==> config.mk <==
export PLATFORM = sky130hd
export DESIGN_NAME = dmem_lsu_flat
export DESIGN_NICKNAME = d
export VERILOG_FILES = /design/src/rtl/dmem_lsu_pkg.sv /design/src/rtl/dmem_lsu_if.sv /design/src/rtl/dmem_load_align.sv /design/src/rtl/dmem_lsu.sv /design/src/flat_wrapper.sv
export SDC_FILE = /design/constraint.sdc
export NUM_CORES = 1
export LEC_CHECK = 0
export BUFFER_PORTS_ARGS = -buffer_cell sky130_fd_sc_hd__buf_2
export CAP_MARGIN = 20
export CORE_ASPECT_RATIO = 1.4
export CORE_UTILIZATION = 56
export CTS_BUF_LIST = sky130_fd_sc_hd__clkbuf_8
export DETAILED_ROUTE_END_ITERATION = 8
export PLACE_DENSITY = 0.95
export SLEW_MARGIN = 20
export SYNTH_ARGS = -nofsm -noshare
export SYNTH_HDL_FRONTEND = slang
export SYNTH_SLANG_ARGS = --single-unit
==> constraint.sdc <==
create_clock -name clk -period 9.8 [get_ports clk]
set_clock_uncertainty 0.15 [all_clocks]
set_input_delay 1.96 -clock clk [delete_from_list [all_inputs] [get_ports clk]]
set_output_delay 1.96 -clock clk [all_outputs]
set_load 0.005 [all_outputs]
==> src/rtl/dmem_lsu_pkg.sv <==
// dmem_lsu_pkg: shared types and constants for the data-memory load/store unit.
//   state_t         - LSU sequencing states
//   F3_*            - RV32 load/store width codes (funct3)
//   ERR_*           - err_cause encodings
//   access_bytes()  - access size in bytes for a funct3 width code
package dmem_lsu_pkg;

  typedef enum logic [2:0] {
    IDLE,
    LD_WAIT,
    LD_DATA,
    ST_WR,
    ERR
  } state_t;

  localparam logic [2:0] F3_B  = 3'b000;
  localparam logic [2:0] F3_H  = 3'b001;
  localparam logic [2:0] F3_W  = 3'b010;
  localparam logic [2:0] F3_BU = 3'b100;
  localparam logic [2:0] F3_HU = 3'b101;

  localparam logic [1:0] ERR_MISALIGN = 2'b01;
  localparam logic [1:0] ERR_RANGE    = 2'b10;
  localparam logic [1:0] ERR_FUNCT3   = 2'b11;

  // Low two funct3 bits carry the width for both signed and unsigned forms.
  function automatic logic [2:0] access_bytes(input logic [2:0] funct3);
    case (funct3[1:0])
      2'b00:   access_bytes = 3'd1;
      2'b01:   access_bytes = 3'd2;
      default: access_bytes = 3'd4;
    endcase
  endfunction

endpackage

==> src/rtl/dmem_lsu_if.sv <==
// dmem_lsu_if: pipeline-side request/response bundle of the load/store unit.
//   req_*        - one load/store request, valid/ready handshake
//   resp_*       - load result pulse with echoed destination tag
//   store_done   - store completion pulse
//   err_*        - rejected-request pulse with cause and offending address
// Modports: master = memory stage (issues requests), slave = LSU.
interface dmem_lsu_if #(
  parameter int XLEN = 32,
  parameter int RD_W = 5
);
  logic            req_valid;
  logic            req_ready;
  logic            req_is_store;
  logic [2:0]      req_funct3;
  logic [XLEN-1:0] req_addr;
  logic [XLEN-1:0] req_wdata;
  logic [RD_W-1:0] req_rd;

  logic            resp_valid;
  logic [XLEN-1:0] resp_rdata;
  logic [RD_W-1:0] resp_rd;
  logic            store_done;

  logic            err_valid;
  logic [1:0]      err_cause;
  logic [XLEN-1:0] err_addr;

  modport master (
    output req_valid, req_is_store, req_funct3, req_addr, req_wdata, req_rd,
    input  req_ready, resp_valid, resp_rdata, resp_rd, store_done,
           err_valid, err_cause, err_addr
  );

  modport slave (
    input  req_valid, req_is_store, req_funct3, req_addr, req_wdata, req_rd,
    output req_ready, resp_valid, resp_rdata, resp_rd, store_done,
           err_valid, err_cause, err_addr
  );
endinterface

==> src/rtl/dmem_load_align.sv <==
// dmem_load_align: combinational load-data extractor.
//   rdata   in  XLEN  full memory word
//   offset  in  2     byte offset of the access within the word
//   funct3  in  3     load width code (LB/LH/LW/LBU/LHU)
//   data    out XLEN  right-justified, sign- or zero-extended result
module dmem_load_align
  import dmem_lsu_pkg::*;
#(
  parameter int XLEN = 32
) (
  input  logic [XLEN-1:0] rdata,
  input  logic [1:0]      offset,
  input  logic [2:0]      funct3,
  output logic [XLEN-1:0] data
);

  logic [XLEN-1:0] shifted;

  always_comb begin
    shifted = rdata >> {offset, 3'b000};
    case (funct3)
      F3_B:    data = {{(XLEN-8){shifted[7]}}, shifted[7:0]};
      F3_H:    data = {{(XLEN-16){shifted[15]}}, shifted[15:0]};
      F3_BU:   data = {{(XLEN-8){1'b0}}, shifted[7:0]};
      F3_HU:   data = {{(XLEN-16){1'b0}}, shifted[15:0]};
      default: data = shifted;
    endcase
  end

endmodule

==> src/rtl/dmem_lsu.sv <==
// dmem_lsu: single-outstanding load/store initiator for the data memory.
//   clk, rst      - clock (rising edge), asynchronous active-high reset
//   bus (slave)   - request/response bundle from the memory stage
//   dmem_re/raddr/rdata          - synchronous read port, 1-cycle latency
//   dmem_we/waddr/wdata/wstrb    - byte-strobed write port
// Requests are checked (funct3 > misalignment > range) when accepted; bad
// requests produce an err pulse and never touch memory.
module dmem_lsu
  import dmem_lsu_pkg::*;
#(
  parameter int XLEN       = 32,
  parameter int DMEM_BYTES = 4096,
  parameter int RD_W       = 5
) (
  input  logic            clk,
  input  logic            rst,
  dmem_lsu_if.slave       bus,
  output logic            dmem_re,
  output logic [XLEN-1:0] dmem_raddr,
  input  logic [XLEN-1:0] dmem_rdata,
  output logic            dmem_we,
  output logic [XLEN-1:0] dmem_waddr,
  output logic [XLEN-1:0] dmem_wdata,
  output logic [3:0]      dmem_wstrb
);

  state_t          state;

  logic            resp_valid;
  logic [XLEN-1:0] resp_rdata;
  logic [RD_W-1:0] resp_rd;
  logic            store_done;
  logic            err_valid;
  logic [1:0]      err_cause;
  logic [XLEN-1:0] err_addr;

  // Load context captured at accept, used when the read data returns.
  logic [1:0]      ld_off;
  logic [2:0]      ld_f3;
  logic [RD_W-1:0] ld_rd;

  logic [2:0]      nbytes;
  logic            bad_f3;
  logic            misalign;
  logic            out_range;
  logic            bad;
  logic [1:0]      cause;
  logic [XLEN-1:0] st_data;
  logic [3:0]      st_strb;
  logic [XLEN-1:0] ld_data;

  // Held low during reset so no request can be taken while rst is asserted.
  assign bus.req_ready  = (state == IDLE) && !rst;
  assign bus.resp_valid = resp_valid;
  assign bus.resp_rdata = resp_rdata;
  assign bus.resp_rd    = resp_rd;
  assign bus.store_done = store_done;
  assign bus.err_valid  = err_valid;
  assign bus.err_cause  = err_cause;
  assign bus.err_addr   = err_addr;

  always_comb begin
    nbytes = access_bytes(bus.req_funct3);
    if (bus.req_is_store)
      bad_f3 = !(bus.req_funct3 == F3_B || bus.req_funct3 == F3_H ||
                 bus.req_funct3 == F3_W);
    else
      bad_f3 = (bus.req_funct3 == 3'b011) || (bus.req_funct3[2:1] == 2'b11);
    misalign  = (nbytes == 3'd2 && bus.req_addr[0]) ||
                (nbytes == 3'd4 && bus.req_addr[1:0] != 2'b00);
    out_range = bus.req_addr > (XLEN'(DMEM_BYTES) - XLEN'(nbytes));
    bad       = bad_f3 || misalign || out_range;
    if (bad_f3)        cause = ERR_FUNCT3;
    else if (misalign) cause = ERR_MISALIGN;
    else               cause = ERR_RANGE;
  end

  // Store lane replication and strobes.
  always_comb begin
    case (bus.req_funct3[1:0])
      2'b00: begin
        st_data = {(XLEN/8){bus.req_wdata[7:0]}};
        st_strb = 4'b0001 << bus.req_addr[1:0];
      end
      2'b01: begin
        st_data = {(XLEN/16){bus.req_wdata[15:0]}};
        st_strb = 4'b0011 << {bus.req_addr[1], 1'b0};
      end
      default: begin
        st_data = bus.req_wdata;
        st_strb = 4'b1111;
      end
    endcase
  end

  dmem_load_align #(.XLEN(XLEN)) u_align (
    .rdata  (dmem_rdata),
    .offset (ld_off),
    .funct3 (ld_f3),
    .data   (ld_data)
  );

  always_ff @(posedge clk or posedge rst) begin
    if (rst) begin
      state      <= IDLE;
      dmem_re    <= 1'b0;
      dmem_raddr <= '0;
      dmem_we    <= 1'b0;
      dmem_waddr <= '0;
      dmem_wdata <= '0;
      dmem_wstrb <= '0;
      resp_valid <= 1'b0;
      resp_rdata <= '0;
      resp_rd    <= '0;
      store_done <= 1'b0;
      err_valid  <= 1'b0;
      err_cause  <= '0;
      err_addr   <= '0;
      ld_off     <= '0;
      ld_f3      <= '0;
      ld_rd      <= '0;
    end else begin
      resp_valid <= 1'b0;
      store_done <= 1'b0;
      err_valid  <= 1'b0;
      case (state)
        IDLE: begin
          if (bus.req_valid) begin
            if (bad) begin
              err_valid <= 1'b1;
              err_cause <= cause;
              err_addr  <= bus.req_addr;
              state     <= ERR;
            end else if (bus.req_is_store) begin
              dmem_we    <= 1'b1;
              dmem_waddr <= bus.req_addr;
              dmem_wdata <= st_data;
              dmem_wstrb <= st_strb;
              state      <= ST_WR;
            end else begin
              dmem_re    <= 1'b1;
              dmem_raddr <= bus.req_addr;
              ld_off     <= bus.req_addr[1:0];
              ld_f3      <= bus.req_funct3;
              ld_rd      <= bus.req_rd;
              state      <= LD_WAIT;
            end
          end
        end
        LD_WAIT: begin
          dmem_re <= 1'b0;
          state   <= LD_DATA;
        end
        LD_DATA: begin
          resp_valid <= 1'b1;
          resp_rdata <= ld_data;
          resp_rd    <= ld_rd;
          state      <= IDLE;
        end
        ST_WR: begin
          dmem_we    <= 1'b0;
          dmem_wstrb <= '0;
          store_done <= 1'b1;
          state      <= IDLE;
        end
        ERR:     state <= IDLE;
        default: state <= IDLE;
      endcase
    end
  end

endmodule

==> src/flat_wrapper.sv <==
// flat-port wrapper written by rule: the top's interface ports become plain ports
module dmem_lsu_flat import dmem_lsu_pkg::*;
#(
  parameter int XLEN       = 32,
  parameter int DMEM_BYTES = 4096,
  parameter int RD_W       = 5
)
  (clk, rst, dmem_re, dmem_raddr, dmem_rdata, dmem_we, dmem_waddr, dmem_wdata, dmem_wstrb, bus_req_valid, bus_req_is_store, bus_req_funct3, bus_req_addr, bus_req_wdata, bus_req_rd, bus_req_ready, bus_resp_valid, bus_resp_rdata, bus_resp_rd, bus_store_done, bus_err_valid, bus_err_cause, bus_err_addr);
  dmem_lsu_if #(.XLEN(XLEN), .RD_W(RD_W)) bus_i ();
  input  logic clk;
  input  logic rst;
  output logic dmem_re;
  output logic [XLEN-1:0] dmem_raddr;
  input  logic [XLEN-1:0] dmem_rdata;
  output logic dmem_we;
  output logic [XLEN-1:0] dmem_waddr;
  output logic [XLEN-1:0] dmem_wdata;
  output logic [3:0] dmem_wstrb;
  input wire logic [$bits(bus_i.req_valid)-1:0] bus_req_valid;
  input wire logic [$bits(bus_i.req_is_store)-1:0] bus_req_is_store;
  input wire logic [$bits(bus_i.req_funct3)-1:0] bus_req_funct3;
  input wire logic [$bits(bus_i.req_addr)-1:0] bus_req_addr;
  input wire logic [$bits(bus_i.req_wdata)-1:0] bus_req_wdata;
  input wire logic [$bits(bus_i.req_rd)-1:0] bus_req_rd;
  output wire logic [$bits(bus_i.req_ready)-1:0] bus_req_ready;
  output wire logic [$bits(bus_i.resp_valid)-1:0] bus_resp_valid;
  output wire logic [$bits(bus_i.resp_rdata)-1:0] bus_resp_rdata;
  output wire logic [$bits(bus_i.resp_rd)-1:0] bus_resp_rd;
  output wire logic [$bits(bus_i.store_done)-1:0] bus_store_done;
  output wire logic [$bits(bus_i.err_valid)-1:0] bus_err_valid;
  output wire logic [$bits(bus_i.err_cause)-1:0] bus_err_cause;
  output wire logic [$bits(bus_i.err_addr)-1:0] bus_err_addr;
  assign bus_i.req_valid = bus_req_valid;
  assign bus_i.req_is_store = bus_req_is_store;
  assign bus_i.req_funct3 = bus_req_funct3;
  assign bus_i.req_addr = bus_req_addr;
  assign bus_i.req_wdata = bus_req_wdata;
  assign bus_i.req_rd = bus_req_rd;
  assign bus_req_ready = bus_i.req_ready;
  assign bus_resp_valid = bus_i.resp_valid;
  assign bus_resp_rdata = bus_i.resp_rdata;
  assign bus_resp_rd = bus_i.resp_rd;
  assign bus_store_done = bus_i.store_done;
  assign bus_err_valid = bus_i.err_valid;
  assign bus_err_cause = bus_i.err_cause;
  assign bus_err_addr = bus_i.err_addr;
  dmem_lsu #(.XLEN(XLEN), .DMEM_BYTES(DMEM_BYTES), .RD_W(RD_W)) u_core (.clk(clk), .rst(rst), .bus(bus_i), .dmem_re(dmem_re), .dmem_raddr(dmem_raddr), .dmem_rdata(dmem_rdata), .dmem_we(dmem_we), .dmem_waddr(dmem_waddr), .dmem_wdata(dmem_wdata), .dmem_wstrb(dmem_wstrb));
endmodule
==> results of run 1 <==
-- metrics by stage --
stage	area [µm²]	util, %	std cells
floorplan	8230	-	687
global placement	9720	67.6	1123
detailed placement	9720	67.6	1123
CTS	10100	70.2	1155
global route	10100	70.2	1155
finish	10100	70.2	1155
-- final cells by class --
class / instances / area [µm²] / area share (%)
clock inverters: 15 / 136 / 1.35
multi-input cells: 448 / 3300 / 32.7
flip-flops and latches: 187 / 4680 / 46.4
well taps: 189 / 236 / 2.34
clock buffers: 17 / 234 / 2.32
inverters: 10 / 45.0 / 0.446
repair buffers: 289 / 1460 / 14.5
-- layout by cell type (no fill, tap or decap), types with 6 or more instances in the layout --
master | netlist | layout
nand2_1 | 65 | 65
nand2b_1 | 6 | 6
mux2i_1 | 25 | 25
nor2b_1 | 9 | 9
a211oi_1 | 8 | 8
nor2_1 | 44 | 44
and2_1 | 42 | 42
mux2_2 | 34 | 34
clkbuf_8 | 0 | 17
a21oi_1 | 48 | 48
o22a_1 | 7 | 7
buf_2 | 6 | 284
inv_1 | 10 | 11
dfrtp_1 | 187 | 187
ha_1 | 9 | 8
nor4_1 | 6 | 6
a22oi_1 | 8 | 8
mux2_4 | 47 | 47
o21ai_0 | 36 | 36
-- worst min-delay path: stages, from the launching register on --
cell     delay, ns
dfrtp_1       0.35
nand2_1       0.05
o21ai_0       0.06
-- layer usage --
metal	share of wire (%)	GRT usage, %	wire length [µm]	up-vias
li1	-	-	-	2903
met2	53	54.4	12000	354
met1	38	34.6	8440	3197
met4	2.8	11.1	633	0
met3	6.2	6.06	1400	52
met5	0	0	0	-
-- how the worst min path moves through the flow --
| stage | start | end | slack, ns | cells past startpoint |
|---|---|---|---|---|
| after floorplan | u_core.dmem_wdata[10] | u_core.dmem_wdata[10] | 0.32 | 2 |
| after global placement | u_core.dmem_wdata[25] | u_core.dmem_wdata[25] | 0.31 | 2 |
| after detailed placement | u_core.dmem_wdata[22] | u_core.dmem_wdata[22] | 0.31 | 2 |
| after CTS | u_core.dmem_wdata[29] | u_core.dmem_wdata[29] | 0.34 | 2 |
| after global routing | u_core.dmem_waddr[25] | u_core.dmem_waddr[25] | 0.36 | 1 |
| final | u_core.dmem_wdata[29] | u_core.dmem_wdata[29] | 0.34 | 2 |
-- power by group --
part	switching, W	total, W	internal, W
clock network	0.000297	0.000484	0.000186
registers	0.0000145	0.000807	0.000792
logic	0.0000826	0.000157	0.0000747
total	0.000394	0.00145	0.00105
-- state kept, by name (all words and copies together), names as in the netlist, 2 cells and up --
register,flops
u_core.bus.err_addr,32
u_core.bus.err_cause,2
u_core.bus.resp_rd,5
u_core.bus.resp_rdata,32
u_core.dmem_raddr,31
u_core.dmem_waddr,32
u_core.dmem_wdata,32
u_core.dmem_wstrb,4
u_core.ld_f3,3
u_core.ld_rd,5
u_core.state,3
-- logic make-up after synthesis --
family / share of synthesized area (%)
fa+ha+maj: 1.37
compound gates: 9.05
simple gates: 12.3
mux: 17.0
flops: 57.0
other cells: 0.0457
buf+inv: 3.32
==> impl_metrics.xml, run 1 <==
<?xml version="1.0" encoding="UTF-8"?>
<metrics>
  <group name="outcome">
    <metric name="run_status" unit="">finished clean</metric>
  </group>
  <group name="logic_synthesis">
    <metric name="netlist.top_cell.by_area" unit="">dfrtp_1</metric>
    <metric name="async_flop_share" unit="%">100</metric>
    <metric name="synth-seq-cells" unit="">187</metric>
    <metric name="yosysSeqAreaShare" unit="%">57.0</metric>
    <metric name="syn_avg_cell_area" unit="µm²">12.0</metric>
    <metric name="synth_top_cell_area_share" unit="%">57.0</metric>
    <metric name="synth_cells" unit="">683</metric>
    <metric name="dominantRegCellSynth" unit="">dfrtp_1</metric>
    <metric name="yosys-top-cells-area" unit="">dfrtp_1, mux2_4, mux2_2</metric>
    <metric name="synth_enable_flop_cells" unit="">0</metric>
    <metric name="yosys_warnings" unit="">0</metric>
    <metric name="synth.top_cells.by_count" unit="">dfrtp_1, nand2_1, a21oi_1, mux2_4, nor2_1</metric>
    <metric name="synthesis.area" unit="mm²">0.00821</metric>
    <metric name="synth_cell_types" unit="">48</metric>
    <metric name="count_leader_synth" unit="">dfrtp_1</metric>
  </group>
  <group name="critical_path">
    <metric name="cpPeakStageDelay" unit="ns">0.61</metric>
    <metric name="timing.critical_path.slowest_stage_cell" unit="">nand2_2</metric>
    <metric name="worstPathArrival" unit="ns">5.40</metric>
    <metric name="ff2ff_path_depth" unit="">5</metric>
    <metric name="crit_type" unit="">input port to flip-flop</metric>
    <metric name="r2r-end" unit="">u_core.dmem_waddr[4]</metric>
    <metric name="critical_path.cell_chain" unit="">buf_2 &gt; nand2b_1 &gt; ha_2 &gt; nor2b_1 &gt; a31o_2 &gt; a211oi_1 &gt; o211a_2 &gt; nand2_2 &gt; mux2_4</metric>
    <metric name="count_of_buffering_cells_on_the_critical_path_with_inverters_included" unit="">1</metric>
    <metric name="critical_path.endpoint_type" unit="">flip-flop</metric>
    <metric name="setup.reg_to_reg.worst_slack" unit="ns">7.13</metric>
    <metric name="r2r-start" unit="">u_core.state[2]</metric>
    <metric name="worst_setup_path_start_kind" unit="">input port</metric>
    <metric name="critical_path_required" unit="ns">9.97</metric>
    <metric name="cp_top_family" unit="">compound AO/OA/AOI/OAI gates</metric>
    <metric name="crit_start" unit="">bus_req_funct3[0]</metric>
    <metric name="worstSetupPathDepth" unit="">9</metric>
    <metric name="worstPathMaxFanout" unit="">40</metric>
    <metric name="cp-endpoint" unit="">u_core.dmem_raddr[8]</metric>
  </group>
  <group name="global_routing">
    <metric name="grt_pass1_vias" unit="">6623</metric>
    <metric name="grt_start_max_net_pins" unit="">110</metric>
    <metric name="global_route_wire_length_before_repair" unit="µm">35100</metric>
    <metric name="globalRouteTotalUtil" unit="%">30.0</metric>
    <metric name="grt_overflow_total" unit="">0</metric>
    <metric name="antenna_violations_before_repair" unit="">0</metric>
  </group>
  <group name="sta">
    <metric name="final-setup-viol-count" unit="">0</metric>
    <metric name="tns" unit="ns">0</metric>
    <metric name="timing.final.crit_period" unit="ns">5.22</metric>
    <metric name="grt_setup_unrepaired" unit="">false</metric>
    <metric name="fin_hold_ws" unit="ns">0.336</metric>
    <metric name="layout_setup_ws" unit="ns">4.58</metric>
    <metric name="timing_worst_slew_pin_value" unit="ns">1.00</metric>
    <metric name="maxSlewHeadroom" unit="%">33.1</metric>
    <metric name="slew_viol_final" unit="">0</metric>
    <metric name="finalCritPeriodShare" unit="%">53.3</metric>
    <metric name="final_hold_viol_count" unit="">0</metric>
    <metric name="timing.fmax" unit="MHz">192</metric>
  </group>
  <group name="floorplan">
    <metric name="io_pins" unit="">285</metric>
    <metric name="die_area" unit="mm²">0.0152</metric>
    <metric name="y_dimension_of_the_die" unit="µm">145</metric>
    <metric name="rows" unit="">52</metric>
    <metric name="core_area" unit="mm²">0.0144</metric>
    <metric name="initial_standard_cell_utilization_of_the_core" unit="%">57.1</metric>
    <metric name="die_width" unit="µm">104</metric>
  </group>
  <group name="placed_design">
    <metric name="place.port_buffers" unit="">284</metric>
    <metric name="globalplace.congestion" unit="">0.888</metric>
    <metric name="hpwlAfterDp" unit="µm">16500</metric>
    <metric name="post-place-ws" unit="ns">3.92</metric>
  </group>
  <group name="route">
    <metric name="post_dr_vias_cell" unit="">5.63</metric>
    <metric name="drc_viols" unit="">0</metric>
    <metric name="detail_route.wl_per_cell" unit="µm">19.4</metric>
    <metric name="antenna_left" unit="">0</metric>
    <metric name="drt-pass1-iter-count" unit="">5</metric>
    <metric name="drt_iter0_markers" unit="">436</metric>
    <metric name="routed-via-count" unit="">6506</metric>
    <metric name="drt-total-wl" unit="µm">22400</metric>
  </group>
  <group name="clocking">
    <metric name="clk-insertion-delay-late" unit="ns">0.43</metric>
    <metric name="clock_tree.root_cell" unit="">clkbuf_8</metric>
    <metric name="clkSlewWorstSetupHoldPaths" unit="ns">0.10</metric>
    <metric name="cts_max_path_buffers" unit="">2</metric>
    <metric name="cts_hold_repair.buffers" unit="">0</metric>
    <metric name="cts_resized" unit="">0</metric>
    <metric name="tritoncts" unit="">built</metric>
    <metric name="tritoncts_buffers" unit="">17</metric>
    <metric name="postCtsSetupBuffers" unit="">0</metric>
    <metric name="cts_htree_levels" unit="">4</metric>
    <metric name="clk_sink_count" unit="">187</metric>
  </group>
  <group name="power_and_ir_drop">
    <metric name="p_total" unit="W">0.00145</metric>
    <metric name="power.density_cell_area" unit="mW/mm²">143</metric>
    <metric name="power.static_leakage" unit="nW">5.34</metric>
    <metric name="vdd.ir_drop.worst" unit="mV">0.0859</metric>
  </group>
  <group name="finish">
    <metric name="post_route_cells_drive_above_1_share" unit="%">43.0</metric>
    <metric name="num_antenna_cells" unit="">0</metric>
    <metric name="fillerInstances" unit="">1028</metric>
    <metric name="syn2layout_area_growth" unit="%">22.9</metric>
    <metric name="nets" unit="">1070</metric>
  </group>
  <group name="job">
    <metric name="timing.max_cap.violations" unit="">0</metric>
  </group>
  <group name="worst_hold_path">
    <metric name="timing.hold.worst.class" unit="">flip-flop to flip-flop</metric>
  </group>
</metrics>
(Power assumes the default switching activity.)
==> inputs of run 2 (changes only) <==
--- a/config.mk
+++ b/config.mk
@@ -8,10 +8,10 @@
 export BUFFER_PORTS_ARGS = -buffer_cell sky130_fd_sc_hd__buf_2
 export CAP_MARGIN = 20
 export CORE_ASPECT_RATIO = 1.4
-export CORE_UTILIZATION = 56
+export CORE_UTILIZATION = 52
 export CTS_BUF_LIST = sky130_fd_sc_hd__clkbuf_8
 export DETAILED_ROUTE_END_ITERATION = 8
-export PLACE_DENSITY = 0.95
+export PLACE_DENSITY = 0.92
 export SLEW_MARGIN = 20
 export SYNTH_ARGS = -nofsm -noshare
 export SYNTH_HDL_FRONTEND = slang
==> constraint.sdc (replaced) <==
create_clock -name clk -period 5.2 [get_ports clk]
set_clock_uncertainty 0.15 [all_clocks]
set_input_delay 1.04 -clock clk [delete_from_list [all_inputs] [get_ports clk]]
set_output_delay 1.04 -clock clk [all_outputs]
set_load 0.005 [all_outputs]
==> run 2 against run 1 <==
  * Sequential cell count stayed put
  * Count of clock-buffer cells in the layout unchanged
  * Core utilization shrank 5.0 points
  * Routed wire length shrank 3.3%
  * Total power grew 88%
  * Final area grew 0.36%
==> impl_metrics.xml, run 2 (synthesis results as in run 1) <==
<?xml version="1.0" encoding="UTF-8"?>
<metrics>
  <group name="clocking">
    <metric name="cts_hold_repair.buffers" unit="">0</metric>
    <metric name="tritoncts_buffers" unit="">17</metric>
    <metric name="cts_htree_levels" unit="">4</metric>
    <metric name="postCtsSetupBuffers" unit="">0</metric>
    <metric name="clk_sink_count" unit="">187</metric>
    <metric name="cts_resized" unit="">0</metric>
    <metric name="tritoncts" unit="">built</metric>
    <metric name="clk-insertion-delay-late" unit="ns">0.45</metric>
    <metric name="cts_max_path_buffers" unit="">2</metric>
    <metric name="clkSlewWorstSetupHoldPaths" unit="ns">0.10</metric>
    <metric name="clock_tree.root_cell" unit="">clkbuf_8</metric>
  </group>
  <group name="floorplan">
    <metric name="initial_standard_cell_utilization_of_the_core" unit="%">52.9</metric>
    <metric name="die_width" unit="µm">108</metric>
    <metric name="core_area" unit="mm²">0.0155</metric>
    <metric name="rows" unit="">54</metric>
    <metric name="die_area" unit="mm²">0.0163</metric>
    <metric name="y_dimension_of_the_die" unit="µm">151</metric>
    <metric name="io_pins" unit="">285</metric>
  </group>
  <group name="placed_design">
    <metric name="hpwlAfterDp" unit="µm">16500</metric>
    <metric name="globalplace.congestion" unit="">0.916</metric>
    <metric name="place.port_buffers" unit="">284</metric>
  </group>
  <group name="route">
    <metric name="drc_viols" unit="">0</metric>
    <metric name="drt-total-wl" unit="µm">21700</metric>
    <metric name="drt-pass1-iter-count" unit="">4</metric>
    <metric name="routed-via-count" unit="">6353</metric>
    <metric name="post_dr_vias_cell" unit="">5.45</metric>
    <metric name="drt_iter0_markers" unit="">396</metric>
    <metric name="detail_route.wl_per_cell" unit="µm">18.6</metric>
    <metric name="antenna_left" unit="">0</metric>
  </group>
  <group name="critical_path">
    <metric name="worstPathArrival" unit="ns">4.37</metric>
    <metric name="cp_top_family" unit="">simple AND/OR/NAND/NOR gates</metric>
    <metric name="timing.critical_path.slowest_stage_cell" unit="">nand2_2</metric>
    <metric name="cpPeakStageDelay" unit="ns">0.48</metric>
    <metric name="count_of_buffering_cells_on_the_critical_path_with_inverters_included" unit="">2</metric>
    <metric name="critical_path.endpoint_type" unit="">flip-flop</metric>
    <metric name="critical_path.cell_chain" unit="">buf_2 &gt; nand2b_1 &gt; ha_1 &gt; nor2b_1 &gt; a31o_2 &gt; a211oi_1 &gt; o211a_2 &gt; nand2_2 &gt; buf_4 &gt; and2_1</metric>
    <metric name="worstPathMaxFanout" unit="">21</metric>
    <metric name="crit_type" unit="">input port to flip-flop</metric>
    <metric name="critical_path_required" unit="ns">5.38</metric>
    <metric name="worst_setup_path_start_kind" unit="">input port</metric>
  </group>
  <group name="power_and_ir_drop">
    <metric name="share_seq_of_total_power" unit="%">55.7</metric>
    <metric name="power.share.combinational" unit="%">10.8</metric>
    <metric name="power.density_cell_area" unit="mW/mm²">269</metric>
    <metric name="power.static_leakage" unit="nW">5.35</metric>
    <metric name="swShare" unit="%">27.2</metric>
    <metric name="vdd.ir_drop.worst" unit="mV">0.195</metric>
    <metric name="netSwitchingPower" unit="W">0.000743</metric>
    <metric name="p_total" unit="W">0.00273</metric>
    <metric name="internal" unit="W">0.00199</metric>
    <metric name="pwr-share-clk" unit="%">33.5</metric>
  </group>
  <group name="outcome">
    <metric name="run_status" unit="">finished clean</metric>
  </group>
  <group name="finish">
    <metric name="multiInputGateArea" unit="mm²">0.00330</metric>
    <metric name="post_route_cells_drive_above_1_share" unit="%">43.1</metric>
    <metric name="layout_common_cells" unit="">buf_2, dfrtp_1, nand2_1</metric>
    <metric name="area.sequential" unit="mm²">0.00468</metric>
    <metric name="nets" unit="">1073</metric>
    <metric name="syn2layout_area_growth" unit="%">23.3</metric>
    <metric name="fillerInstances" unit="">1201</metric>
    <metric name="layout.cells.most_common" unit="">buf_2</metric>
  </group>
  <group name="job">
    <metric name="timing.max_cap.violations" unit="">0</metric>
  </group>
  <group name="sta">
    <metric name="grt_setup_unrepaired" unit="">false</metric>
    <metric name="timing_worst_slew_pin_value" unit="ns">0.953</metric>
    <metric name="final-setup-viol-count" unit="">0</metric>
    <metric name="final_hold_viol_count" unit="">0</metric>
    <metric name="timing.fmax" unit="MHz">239</metric>
    <metric name="tns" unit="ns">0</metric>
    <metric name="maxSlewHeadroom" unit="%">36.4</metric>
    <metric name="timing.final.crit_period" unit="ns">4.19</metric>
    <metric name="finalCritPeriodShare" unit="%">80.6</metric>
    <metric name="slew_viol_final" unit="">0</metric>
  </group>
  <group name="global_routing">
    <metric name="global_route_wire_length_before_repair" unit="µm">32900</metric>
    <metric name="globalRouteTotalUtil" unit="%">26.9</metric>
    <metric name="antenna_violations_before_repair" unit="">1</metric>
    <metric name="grt_overflow_total" unit="">0</metric>
    <metric name="grt_pass1_vias" unit="">6423</metric>
    <metric name="grt_start_max_net_pins" unit="">80</metric>
  </group>
  <group name="worst_hold_path">
    <metric name="timing.hold.worst.class" unit="">flip-flop to flip-flop</metric>
  </group>
</metrics>
[run 2: changes by cell type in the layout (fill, tap and decap cells not counted)]
cell / before / now
buf_12: 0 / 1
inv_8: 5 / 4
diode_2: 0 / 1
clkinvlp_4: 2 / 3
inv_1: 11 / 10
ha_2: 1 / 0
buf_4: 5 / 7
ha_1: 8 / 9
[run 2: final cells by class]
cell class,instances,area share (%)
timing repair buffer,292,14.7
clock buffer,17,2.31
sequential,187,46.2
tap,196,2.42
clock inverter,14,1.31
multi-input combinational,448,32.6
inverter,10,0.408
antenna,1,0.0247
[run 2: final timing paths]
path | cells past startpoint | slack, ns | to | startpoint
worst max-delay path | 10 | 1.01 | u_core.dmem_raddr[19] | bus_req_funct3[0]
worst min-delay path | 1 | 0.34 | u_core.dmem_waddr[29] | u_core.dmem_waddr[29]
worst max register to register | 6 | 2.55 | u_core.bus.resp_rdata[26] | u_core.ld_off[0]
worst min register to register | 1 | 0.34 | u_core.dmem_waddr[29] | u_core.dmem_waddr[29]
max in group asynchronous | 3 | 3.22 | u_core.bus.err_addr[12] | rst
min in group asynchronous | 2 | 0.41 | u_core.dmem_wstrb[1] | rst
[run 2: per-stage QoR]
step	std cells	setup WS, ns	hold slack [ns]	util (%)	cell area [µm²]
finish	1165	1.01	0.337	65.2	10100
global route	1165	0.774	0.351	65.2	10100
CTS	1164	1.03	0.342	65.2	10100
floorplan	687	1.34	0.323	-	8230
detailed placement	1133	0.551	0.315	62.8	9760
global placement	1133	0.697	0.308	62.8	9760
[run 2: power groups by stage]
stage                     sequential [W]  clock [W]  combinational, W
after floorplan                  0.00155          0          0.000156
after CTS                        0.00152   0.000936          0.000296
final                            0.00152   0.000915          0.000293
after detailed placement         0.00155          0          0.000297
after global placement           0.00155          0          0.000287
after global routing             0.00152   0.000992          0.000321
[run 2: metal layers]
metal / wire (µm) / track usage (%) / part of all wire [%]
met1: 7910 / 29.2 / 36
met2: 11100 / 46.2 / 51
met3: 1660 / 7.71 / 7.7
met4: 1080 / 16.0 / 5.0
met5: 0 / 0 / 0
[run 2: worst reg2reg max path: cells and delay by family (launching register included)]
family / cells / cell delay, ns
AO/OA/AOI/OAI: 3 / 0.75
buffers and inverters: 1 / 0.40
flip-flops: 1 / 0.38
multiplexers: 1 / 0.40
AND/OR/NAND/NOR: 1 / 0.44
==> inputs of run 3 (changes only) <==
==> constraint.sdc (replaced) <==
create_clock -name clk -period 4.23 [get_ports clk]
set_clock_uncertainty 0.15 [all_clocks]
set_input_delay 0.846 -clock clk [delete_from_list [all_inputs] [get_ports clk]]
set_output_delay 0.846 -clock clk [all_outputs]
set_load 0.005 [all_outputs]
==> run 3 against run 2 <==
  * Worst hold slack hardly changed
  * Cell count up 0.60%
  * Via count is 1.7% higher
  * Routed wire length increased by 1.4%
  * Sequential power rose by 23%
  * Critical path depth unchanged
  * Setup slack lost 0.29 ns
  * Core utilization is 0.74 points higher
  * Critical path type unchanged
  * Highest routed layer unchanged
==> impl_metrics.xml, run 3 (synthesis results as in run 1) <==
<?xml version="1.0" encoding="UTF-8"?>
<metrics>
  <group name="global_routing">
    <metric name="globalRouteTotalUtil" unit="%">27.4</metric>
    <metric name="grt_pass1_vias" unit="">6515</metric>
    <metric name="grt_overflow_total" unit="">0</metric>
    <metric name="antenna_violations_before_repair" unit="">0</metric>
    <metric name="global_route_wire_length_before_repair" unit="µm">33700</metric>
    <metric name="grt_start_max_net_pins" unit="">113</metric>
  </group>
  <group name="floorplan">
    <metric name="die_width" unit="µm">108</metric>
    <metric name="core_area" unit="mm²">0.0155</metric>
    <metric name="io_pins" unit="">285</metric>
    <metric name="rows" unit="">54</metric>
    <metric name="initial_standard_cell_utilization_of_the_core" unit="%">52.9</metric>
    <metric name="y_dimension_of_the_die" unit="µm">151</metric>
    <metric name="die_area" unit="mm²">0.0163</metric>
  </group>
  <group name="sta">
    <metric name="timing_worst_slew_pin_value" unit="ns">0.888</metric>
    <metric name="grt_setup_unrepaired" unit="">false</metric>
    <metric name="final_hold_viol_count" unit="">0</metric>
    <metric name="tns" unit="ns">0</metric>
    <metric name="timing.final.crit_period" unit="ns">3.51</metric>
    <metric name="maxSlewHeadroom" unit="%">40.8</metric>
    <metric name="finalCritPeriodShare" unit="%">82.9</metric>
    <metric name="timing.fmax" unit="MHz">285</metric>
    <metric name="final-setup-viol-count" unit="">0</metric>
    <metric name="slew_viol_final" unit="">0</metric>
    <metric name="layout_setup_ws" unit="ns">0.724</metric>
  </group>
  <group name="finish">
    <metric name="syn2layout_area_growth" unit="%">24.7</metric>
    <metric name="layout_common_cells" unit="">buf_2, dfrtp_1, nand2_1</metric>
    <metric name="fillerInstances" unit="">1156</metric>
    <metric name="multiInputGateArea" unit="mm²">0.00330</metric>
    <metric name="nets" unit="">1080</metric>
    <metric name="num_antenna_cells" unit="">0</metric>
    <metric name="area.sequential" unit="mm²">0.00468</metric>
    <metric name="layout.cells.most_common" unit="">buf_2</metric>
    <metric name="post_route_cells_drive_above_1_share" unit="%">43.5</metric>
  </group>
  <group name="placed_design">
    <metric name="hpwlAfterDp" unit="µm">16600</metric>
    <metric name="post-place-ws" unit="ns">0.263</metric>
    <metric name="globalplace.congestion" unit="">0.925</metric>
    <metric name="place.port_buffers" unit="">284</metric>
  </group>
  <group name="critical_path">
    <metric name="critical_path.endpoint_type" unit="">flip-flop</metric>
    <metric name="worstPathMaxFanout" unit="">36</metric>
    <metric name="worst_setup_path_start_kind" unit="">input port</metric>
    <metric name="worstPathArrival" unit="ns">3.68</metric>
    <metric name="critical_path_required" unit="ns">4.40</metric>
    <metric name="crit_type" unit="">input port to flip-flop</metric>
    <metric name="ff2ff_path_depth" unit="">6</metric>
  </group>
  <group name="clocking">
    <metric name="clkSlewWorstSetupHoldPaths" unit="ns">0.11</metric>
    <metric name="cts_resized" unit="">0</metric>
    <metric name="tritoncts" unit="">built</metric>
    <metric name="cts_hold_repair.buffers" unit="">0</metric>
    <metric name="clk_sink_count" unit="">187</metric>
    <metric name="cts_max_path_buffers" unit="">2</metric>
    <metric name="clock_tree.root_cell" unit="">clkbuf_8</metric>
    <metric name="cts_htree_levels" unit="">4</metric>
    <metric name="postCtsSetupBuffers" unit="">0</metric>
    <metric name="clk-insertion-delay-late" unit="ns">0.44</metric>
    <metric name="tritoncts_buffers" unit="">17</metric>
  </group>
  <group name="route">
    <metric name="antenna_left" unit="">0</metric>
    <metric name="drt-total-wl" unit="µm">22000</metric>
    <metric name="post_dr_vias_cell" unit="">5.52</metric>
    <metric name="drc_viols" unit="">0</metric>
    <metric name="detail_route.wl_per_cell" unit="µm">18.8</metric>
    <metric name="drt-pass1-iter-count" unit="">5</metric>
    <metric name="routed-via-count" unit="">6464</metric>
    <metric name="drt_iter0_markers" unit="">458</metric>
  </group>
  <group name="power_and_ir_drop">
    <metric name="p_total" unit="W">0.00339</metric>
    <metric name="power.static_leakage" unit="nW">5.42</metric>
    <metric name="vdd.ir_drop.worst" unit="mV">0.212</metric>
    <metric name="power.density_cell_area" unit="mW/mm²">331</metric>
  </group>
  <group name="outcome">
    <metric name="run_status" unit="">finished clean</metric>
  </group>
  <group name="worst_hold_path">
    <metric name="timing.hold.worst.class" unit="">flip-flop to flip-flop</metric>
    <metric name="hold_path_depth" unit="">2</metric>
  </group>
  <group name="job">
    <metric name="timing.max_cap.violations" unit="">0</metric>
  </group>
</metrics>
==> run 3: cell types whose count changed in the layout (fill, tap and decap cells not counted) <==
cell,before,now
buf_12,1,3
buf_16,0,1
buf_4,7,11
clkinv_2,0,1
clkinv_4,3,1
clkinv_8,1,3
clkinvlp_4,3,1
diode_2,1,0
inv_6,3,6
inv_8,4,3
==> run 3: cell type report <==
class | instances | share of cell area (%)
flip-flops and latches | 187 | 45.7
well taps | 196 | 2.39
clock buffers | 17 | 2.28
multi-input cells | 448 | 32.2
inverters | 10 | 0.403
clock inverters | 15 | 1.49
repair buffers | 299 | 15.5
==> run 3: final timing paths <==
path / startpoint / to / slack, ns
max in group asynchronous: rst / u_core.bus.err_addr[1] / 2.55
min: u_core.dmem_wdata[14] / u_core.dmem_wdata[14] / 0.34
min in group asynchronous: rst / u_core.dmem_raddr[19] / 0.35
max: bus_req_funct3[1] / u_core.bus.err_addr[29] / 0.72
min reg2reg: u_core.dmem_wdata[14] / u_core.dmem_wdata[14] / 0.34
max reg2reg: u_core.ld_off[0] / u_core.bus.resp_rdata[31] / 1.61
==> run 3: worst max-delay path, stage by stage <==
cell and delay, ns:
buf_2 0.16, nand2b_1 0.20, ha_1 0.25, buf_4 0.19
a21oi_1 0.15, a21oi_1 0.10, nor4b_2 0.52, o211a_2 0.28
nand2b_4 0.52, mux2_2 0.41
==> run 3: per-stage QoR <==
step | instance area (µm²) | util (%) | hold slack [ns] | instances
after global placement | 9830 | 63.3 | 0.305 | 1139
after CTS | 10200 | 65.7 | 0.340 | 1171
after global routing | 10200 | 65.9 | 0.355 | 1172
after detailed placement | 9830 | 63.3 | 0.315 | 1139
final | 10200 | 65.9 | 0.336 | 1172
after floorplan | 8230 | - | 0.323 | 687
==> run 3: power by group <==
part	total (W)	leakage [nW]	switching (W)	internal [W]
clock	0.00115	0.202	0.000706	0.000443
sequential	0.00187	2.41	0.0000327	0.00184
combinational	0.000369	2.81	0.000193	0.000176
==> run 3: metal layers <==
metal  global-route usage (%)  share of wire, %  wire length, µm  vias up
li1                         -                 -                -     2919
met5                        0                 0                0        -
met1                     30.6                38             8260     3200
met3                     6.58               7.1             1560       44
met2                     50.1                53            11600      301
met4                     9.86               2.7              587        0
